`src/rtl/pipe_stage_reg.sv`:
```
`default_nettype none
// ============================================================================
// Module   : pipe_stage_reg
// Purpose  : Valid/ready pipeline stage register carrying a data payload and
//            a control bundle between two processor pipeline stages, with a
//            synchronous flush that kills every held entry.
// Revision : 1.0 - initial release
// ----------------------------------------------------------------------------
// Build option:
//   PIPE_STAGE_REG_SKID_EN  defined   -> two-entry skid buffer; IN_READY comes
//                                         straight from a flop.
//                           undefined -> single entry; IN_READY is
//                                         !OUT_VALID | OUT_READY.
// Ports:
//   CLK        in   1       rising-edge clock
//   RESET_N    in   1       asynchronous active-low reset
//   IN_VALID   in   1       upstream presents an entry
//   IN_READY   out  1       this stage accepts an entry this cycle
//   IN_DATA    in   DATA_W  upstream payload
//   IN_CTRL    in   CTRL_W  upstream control bundle
//   FLUSH      in   1       discard all held entries at the next edge
//   OUT_VALID  out  1       an entry is presented downstream
//   OUT_READY  in   1       downstream accepts the entry this cycle
//   OUT_DATA   out  DATA_W  head payload (holds last value while idle)
//   OUT_CTRL   out  CTRL_W  head control bundle, CTRL_BUBBLE while idle
//   OCCUPANCY  out  2       number of held entries
// ============================================================================
module pipe_stage_reg #(
    parameter int                DATA_W      = 32,
    parameter int                CTRL_W      = 16,
    parameter logic [CTRL_W-1:0] CTRL_BUBBLE = '0
) (
    input  logic              CLK,
    input  logic              RESET_N,
    input  logic              IN_VALID,
    output logic              IN_READY,
    input  logic [DATA_W-1:0] IN_DATA,
    input  logic [CTRL_W-1:0] IN_CTRL,
    input  logic              FLUSH,
    output logic              OUT_VALID,
    input  logic              OUT_READY,
    output logic [DATA_W-1:0] OUT_DATA,
    output logic [CTRL_W-1:0] OUT_CTRL,
    output logic [1:0]        OCCUPANCY
);

    // State encoding doubles as the occupancy count.
    typedef enum logic [1:0] {
        S_EMPTY = 2'd0,
        S_ONE   = 2'd1
`ifdef PIPE_STAGE_REG_SKID_EN
        ,
        S_TWO   = 2'd2
`endif
    } state_t;

    state_t              r_state;
    state_t              w_next_state;
    logic [DATA_W-1:0]   r_head_data;
    logic [CTRL_W-1:0]   r_head_ctrl;
    logic                w_in_xfer;
    logic                w_out_xfer;
    logic                w_load_in;

`ifdef PIPE_STAGE_REG_SKID_EN
    logic [DATA_W-1:0]   r_skid_data;
    logic [CTRL_W-1:0]   r_skid_ctrl;
    logic                r_in_ready;
    logic                w_load_skid;
    logic                w_pop_skid;
`else
    logic                r_rst_done;
`endif

    assign OUT_VALID  = (r_state != S_EMPTY);
    assign OUT_DATA   = r_head_data;
    assign OUT_CTRL   = OUT_VALID ? r_head_ctrl : CTRL_BUBBLE;
    assign OCCUPANCY  = r_state;

`ifdef PIPE_STAGE_REG_SKID_EN
    assign IN_READY   = r_in_ready;
`else
    // r_rst_done keeps IN_READY low until the first edge after reset release.
    assign IN_READY   = r_rst_done & (~OUT_VALID | OUT_READY);
`endif

    assign w_in_xfer  = IN_VALID & IN_READY;
    assign w_out_xfer = OUT_VALID & OUT_READY;

    always_comb begin
        w_next_state = r_state;
        w_load_in    = 1'b0;
`ifdef PIPE_STAGE_REG_SKID_EN
        w_load_skid  = 1'b0;
        w_pop_skid   = 1'b0;
`endif
        case (r_state)
            S_EMPTY: begin
                if (w_in_xfer) begin
                    w_next_state = S_ONE;
                    w_load_in    = 1'b1;
                end
            end
            S_ONE: begin
                if (w_in_xfer && w_out_xfer) begin
                    w_load_in    = 1'b1;
                end else if (w_out_xfer) begin
                    w_next_state = S_EMPTY;
`ifdef PIPE_STAGE_REG_SKID_EN
                end else if (w_in_xfer) begin
                    w_next_state = S_TWO;
                    w_load_skid  = 1'b1;
`endif
                end
            end
`ifdef PIPE_STAGE_REG_SKID_EN
            S_TWO: begin
                if (w_out_xfer) begin
                    w_next_state = S_ONE;
                    w_pop_skid   = 1'b1;
                end
            end
`endif
            default: w_next_state = S_EMPTY;
        endcase

        // Flush wins over everything; the head keeps its last value so
        // OUT_DATA stays put while the stage is idle.
        if (FLUSH) begin
            w_next_state = S_EMPTY;
            w_load_in    = 1'b0;
`ifdef PIPE_STAGE_REG_SKID_EN
            w_load_skid  = 1'b0;
            w_pop_skid   = 1'b0;
`endif
        end
    end

    always_ff @(posedge CLK or negedge RESET_N) begin
        if (!RESET_N) begin
            r_state     <= S_EMPTY;
            r_head_data <= '0;
            r_head_ctrl <= '0;
        end else begin
            r_state <= w_next_state;
            if (w_load_in) begin
                r_head_data <= IN_DATA;
                r_head_ctrl <= IN_CTRL;
`ifdef PIPE_STAGE_REG_SKID_EN
            end else if (w_pop_skid) begin
                r_head_data <= r_skid_data;
                r_head_ctrl <= r_skid_ctrl;
`endif
            end
        end
    end

`ifdef PIPE_STAGE_REG_SKID_EN
    // Ready is registered from the next state so it never depends
    // combinationally on OUT_READY.
    always_ff @(posedge CLK or negedge RESET_N) begin
        if (!RESET_N) begin
            r_skid_data <= '0;
            r_skid_ctrl <= '0;
            r_in_ready  <= 1'b0;
        end else begin
            r_in_ready <= (w_next_state != S_TWO);
            if (w_load_skid) begin
                r_skid_data <= IN_DATA;
                r_skid_ctrl <= IN_CTRL;
            end
        end
    end
`else
    always_ff @(posedge CLK or negedge RESET_N) begin
        if (!RESET_N) begin
            r_rst_done <= 1'b0;
        end else begin
            r_rst_done <= 1'b1;
        end
    end
`endif

endmodule
`default_nettype wire

```
`config.mk`:
```
export PLATFORM = sky130hd
export DESIGN_NAME = pipe_stage_reg
export DESIGN_NICKNAME = d
export VERILOG_FILES = /design/src/rtl/pipe_stage_reg.sv
export SDC_FILE = /design/constraint.sdc
export NUM_CORES = 1
export LEC_CHECK = 0
export ABC_AREA = 1
export BUFFER_PORTS_ARGS = -buffer_cell sky130_fd_sc_hd__clkbuf_2
export CAP_MARGIN = 30
export CORE_AREA = 2 2 90 92
export DETAILED_ROUTE_END_ITERATION = 8
export DIE_AREA = 0 0 92 94
export PLACE_DENSITY_LB_ADDON = 0.05
export SLEW_MARGIN = 25
export SYNTH_ARGS = -nofsm -noshare
export SYNTH_HDL_FRONTEND = slang
export SYNTH_SLANG_ARGS = --single-unit
```
`constraint.sdc`:
```
create_clock -name CLK -period 1.9 [get_ports CLK]
set_clock_uncertainty 0.1 [all_clocks]
set_input_delay 0.095 -clock CLK [delete_from_list [all_inputs] [get_ports CLK]]
set_output_delay 0.095 -clock CLK [all_outputs]
set_load 0.01 [all_outputs]
```
# Yosys cells after proc, flatten, opt, wreduce, memory -nomap -nowiden
# Cells that the tools add are included.
# totals
word_cells	27
output_inout_bits	52
in_bits	53
register_bits	51
# op_classes
n_reduce_logical	4
n_eq_ne	4
n_mux	10
bitwise_logic	5
# op_table
op	count
16-bit 2-to-1 mux	1
3-bit inequality test (second input constant)	3
2-bit 2-to-1 mux	4
2-bit case mux with 2 select lines	1
1-bit bitwise AND	3
1-bit 2-to-1 mux	3
3-bit AND reduction	1
2-bit by 1-bit equality test with 1-bit output (second input constant)	1
2-bit logical NOT	1
1-bit case mux with 2 select lines	1
2-bit nonzero test	1
1-bit logical AND	1
1-bit NOT	1
1-bit OR	1

# Depth between registers and ports, before layout
# logic_depth
word_depth	9
mapped_depth	7
depth_no_buf	5

# Worst setup path before layout
# OpenSTA, ideal clock, no wires.
# synth_timing
path_type	register -> register
startpoint	reg r_state[0] (netlist: OCCUPANCY[0])
endpoint	reg r_head_data[10] (netlist: OUT_DATA[10])
path_stages_with_launch	8
synth_period_minus_slack_ns	1.316
setup_ns	0.117
t_required_ns	1.683
t_arrival_ns	1.099
n_path_buf	3
path_slack_ns	0.584
path_cell_list	dfrtp_1 buf_4 nand2_4 nand3_2 buf_6 buf_6 nand2_1 nand2_1
# synth_via
elab_chain_len	9
word_cells_on_any_way	13
cone_classes	eq/ne (1); mux (4); bitwise (5); reduce/logical (3)
# synth_rtl
element	line	source
start, declared	57	state_t r_state;
start signal, assigned	145	r_state <= w_next_state;
2-bit nonzero test	75	assign OUT_VALID = (r_state != S_EMPTY);
1-bit NOT	84	assign IN_READY = r_rst_done & (~OUT_VALID | OUT_READY);
1-bit OR	84	
1-bit bitwise AND	84	
1-bit bitwise AND	87	assign w_in_xfer = IN_VALID & IN_READY;
1-bit logical AND	105	if (w_in_xfer && w_out_xfer) begin
1-bit 2-to-1 mux	105	
1-bit case mux with 2 select lines (*)	97	case (r_state)
1-bit 2-to-1 mux (*)	129	if (FLUSH) begin
end signal, assigned	142	r_head_data <= '0;
end signal, assigned	147	r_head_data <= IN_DATA;
end, declared	59	logic [DATA_W-1:0] r_head_data;
# Mark *: on every way between the ends. The rest lies on a longest branch, timed or not.
# A chain may end at the register's enable or synchronous reset.

# Final worst setup path
# layout_timing
startpoint	reg r_state[0] (netlist: OCCUPANCY[0])
endpoint	out IN_READY
# layout_via
elab_chain_len	4
# layout_rtl
element	line	source
2-bit nonzero test	75	
1-bit NOT	84	
1-bit OR	84	
1-bit bitwise AND	84	
end, declared	36	output logic IN_READY,
# No other way between the ends.

==> out/qor_table.md <==
| Stage | Quantity | Value |
|---|---|---|
| run status | Outcome | finished clean |
| setup path | Max stage delay on crit path | 0.42 ns |
| placed design | Count of buffers inserted at the top-level ports | 103 |
| sta | Total setup violations reported at the end of the flow | 0 |
| yosys | Cell types with the largest area share after synthesis | dfrtp_1, nand2_1, nand4_1, inv_1, buf_2 |
| cells and area | Leading cell type in the layout, fill and taps excluded | nand2_1 |
| cts | Gates resized, CTS repair | 0 |
| detailed routing | Overall routed net length | 6.45 mm |
| yosys | Cell count after synthesis | 260 |
| cts | Clock-pin slew on the worst setup and hold paths | 0.09 ns |
| setup path | Crit. End Element | output port |
| detailed routing | Routed via count divided by cell count | 4.34 |
| job | Number of violations of the max-capacitance limit | 0 |
| global route | Total grt overflow | 0 |
| sta | Part of the cycle the worst path needs | 0.875 |
| yosys | Library cell with the largest summed area after synthesis | dfrtp_1 |
| global route | Met2 track demand over resource | 0.255 |
| setup path | Critical path type | register to output port |
| yosys | Synthesized-area fraction occupied by ao, oa, aoi and oai cells | 0.00558 |
| cts | Clock buffer count from CTS | 5 |
| detailed routing | DRC violation count after routing | 0 |
| cells and area | Most used cells in the layout excluding fill and tap cells | nand2_1, clkbuf_2, dlygate4sd3_1, dfrtp_1, nand4_1 |
| yosys | Portion of the post-synthesis area used by sequential elements | 0.558 |
| floorplanning | Die Y-Extent | 94 um |
| setup path | Worst flop-to-flop path endpoint | OUT_DATA[14] |
| floorplanning | Initial core utilization | 0.295 |
| cts | Maximum level of the CTS H-tree | 2 |
| floorplanning | Die footprint | 8650 um^2 |
| sta | Final Critical Period | 1.66 ns |
| setup path | Crit-path slowest cell | dfrtp_1 |
| yosys | Count of different cell masters after synthesis | 16 |
| placed design | Placed wire-length estimate | 4.25 mm |
| setup path | Termination of the worst setup path | IN_READY |
| sta | Final slew viol count | 0 |
| cts | Clock Latency Late Sink | 0.29 ns |
| cells and area | Storage element area | 1250 um^2 |
| setup path | Crit-path cells | buf_4, a21boi_0, clkbuf_2 |
| yosys | Average cell area after synthesis | 8.62 um^2 |
| cells and area | Final instance area | 3430 um^2 |
| cells and area | Filler instances | 818 |
| global route | Gr busiest metal | met2 |
| setup path | Kind of launch point of the worst setup path | register |
| setup path | Depth of the worst register-to-register path | 5 |
| sta | Final Hold Violating Endpoints | 0 |
| yosys | Mux contribution to synthesized area | 0 |
| placed design | Post-DP Area | 2830 um^2 |
| power and ir drop | Post-layout total power | 2690 uW |
| setup path | Origin of the worst setup path | OCCUPANCY[0] |
| detailed routing | Detailed-routing iteration count for the pre-antenna-repair pass | 4 |
| detailed routing | Antenna Violating Nets Remaining | 0 |
| global route | Pin count of the biggest net entering global routing | 26 |
| floorplanning | Core area | 7610 um^2 |
| cells and area | Antenna diodes | 0 |
| yosys | Total number of yosys warnings | 0 |
| cts | CTS tree | done |
| yosys | Post-Synthesis Net Count | 313 |
| global route | Overall routing resource usage | 0.155 |
| placed design | Final estimated routing congestion in global placement | 0.720 |
| yosys | Combinational family with the most area after synthesis | simple AND/OR/NAND/NOR gates |
| global route | Via count of the first global-routing pass | 2177 |
| sta | Min Hold Slack | 0.118 ns |
| setup path | R2r setup slk | 0.51 ns |
| sta | Summed negative setup slack over all endpoints | 0 ns |
| yosys | Post-synthesis register bit count | 50 |
| cts | CTS Hold Buffers Added | 50 |
| detailed routing | Via count of the routed design | 2215 |
| cts | Post CTS Setup Buffer Count | 0 |
| global route | Met3 Resource Use GR | 0.0393 |
| cells and area | Final #Nets | 460 |
| cts | CTS max path bufs | 2 |
| yosys | Adder-Cell Fraction of Synth Area | 0 |
| yosys | Fraction of the mapped netlist area in simple logic gates | 0.336 |
| cts | Root Driver | clkbuf_8 |
| global route | Antenna violations before repair | 0 |
| power and ir drop | Peak supply drop | 0.275 mV |
| cts | TritonCTS sink count | 50 |
| worst hold path | Class of the worst hold path | primary input to register |
| power and ir drop | Leakage Power | 0.00198 uW |
| sta | Peak Freq | 0.602 GHz |
| yosys | Summed instance area of the synthesized netlist | 2240 um^2 |
| setup path | Worst flop-to-flop path startpoint | OCCUPANCY[0] |
| setup path | Worst Path Arrival | 1.47 ns |
| power and ir drop | Pwr per Cell Area | 782 nW/um^2 |
| cells and area | Footprint of the multi-input gates | 773 um^2 |
| yosys | Area share of xor/xnor cells in the synthesized design | 0 |
| yosys | Fraction of synthesized cell area taken by the top area cell type | 0.558 |
| setup path | Crit Path Max Fanout | 19 |
| cells and area | Layout cells sized above 1 | 0.306 |
| setup path | Data required time at the worst endpoint | 1.70 ns |
| global route | Wire length of the first global-routing pass | 10.5 mm |
| floorplanning | Die Span X | 92 um |
| floorplanning | Number of rows in the core area | 32 |
| detailed routing | 1st-iter DRT viols | 47 |
| sta | Setup repair after global routing missed its margin | false |
| detailed routing | Routed length per placed instance | 12.6 um |
| floorplanning | Top-Level Pins | 105 |
| global route | Met1 track utilization from global routing | 0.202 |
| cells and area | Area added between synthesis and finish | 53.2% |
==> synth_stat cells (all sizes together) <==
| cell type | instances |
|---|---|
| nor2 | 1 |
| clkbuf | 6 |
| dfrtp | 50 |
| inv | 18 |
| o21ai | 1 |
| nand4 | 48 |
| buf | 19 |
| nand2 | 113 |
| conb | 2 |
| nand3 | 1 |
| a21boi | 1 |
==> layout make-up <==
class	count	share of cell area
clock buffer	7	0.0222
inverter	18	0.0197
multi-input combinational	167	0.225
sequential	50	0.365
timing repair buffer	165	0.322
clock inverter	1	0.00875
tap	102	0.0372
==> cell families (layout without fill, tap and decap cells) <==
logic type,after synthesis,in the layout
other,2,2
AO/OA/AOI/OAI,2,2
flip-flops,50,50
AND/OR/NAND/NOR,163,163
buffers and inverters,43,191
==> worst max-delay path: cells and delay by family (launching register included) <==
| kind | cells | cell delay [ns] |
|---|---|---|
| compound gates | 1 | 0.33 |
| buf+inv | 2 | 0.42 |
| flops | 1 | 0.42 |
==> worst min-delay path by stage <==
stage          cells after the start              end      from  slack [ns]
3_3_place_gp                       1   r_head_ctrl[3]   RESET_N       -0.04
2_1_floorplan                      0     OCCUPANCY[0]   RESET_N       -0.30
3_5_place_dp                       1   r_head_ctrl[3]   RESET_N       -0.05
4_1_cts                            5      OUT_DATA[4]  IN_VALID        0.11
5_1_grt                            5  r_head_ctrl[13]  IN_VALID        0.14
6_report                           5      OUT_DATA[4]  IN_VALID        0.12
==> routing by layer <==
layer	vias to the layer above	wire length [um]
li1	1129	-
met4	0	87
met2	68	3050
met1	1010	2960
met3	8	353
met5	-	0
==> report_power, final <==
| part | leakage (uW) | internal [uW] | switching [uW] |
|---|---|---|---|
| Sequential | 0.000619 | 1240 | 102 |
| Clock | 0.0000524 | 394 | 337 |
| Combinational | 0.00131 | 288 | 325 |
==> through the flow <==
stage,instances,setup WS (ns),util
global route,510,0.130,0.451
CTS,510,0.254,0.451
finish,510,0.238,0.451
detailed placement,452,0.502,0.372
global placement,452,0.527,0.372
floorplan,260,0.584,-
==> flip-flops by register name, indices dropped and copies added (netlist names) <==
| name | count |
|---|---|
| OCCUPANCY | 1 |
| r_head_ctrl | 16 |
| OUT_DATA | 32 |
| r_rst_done | 1 |
Note: power is estimated with default switching activity, not from simulation.
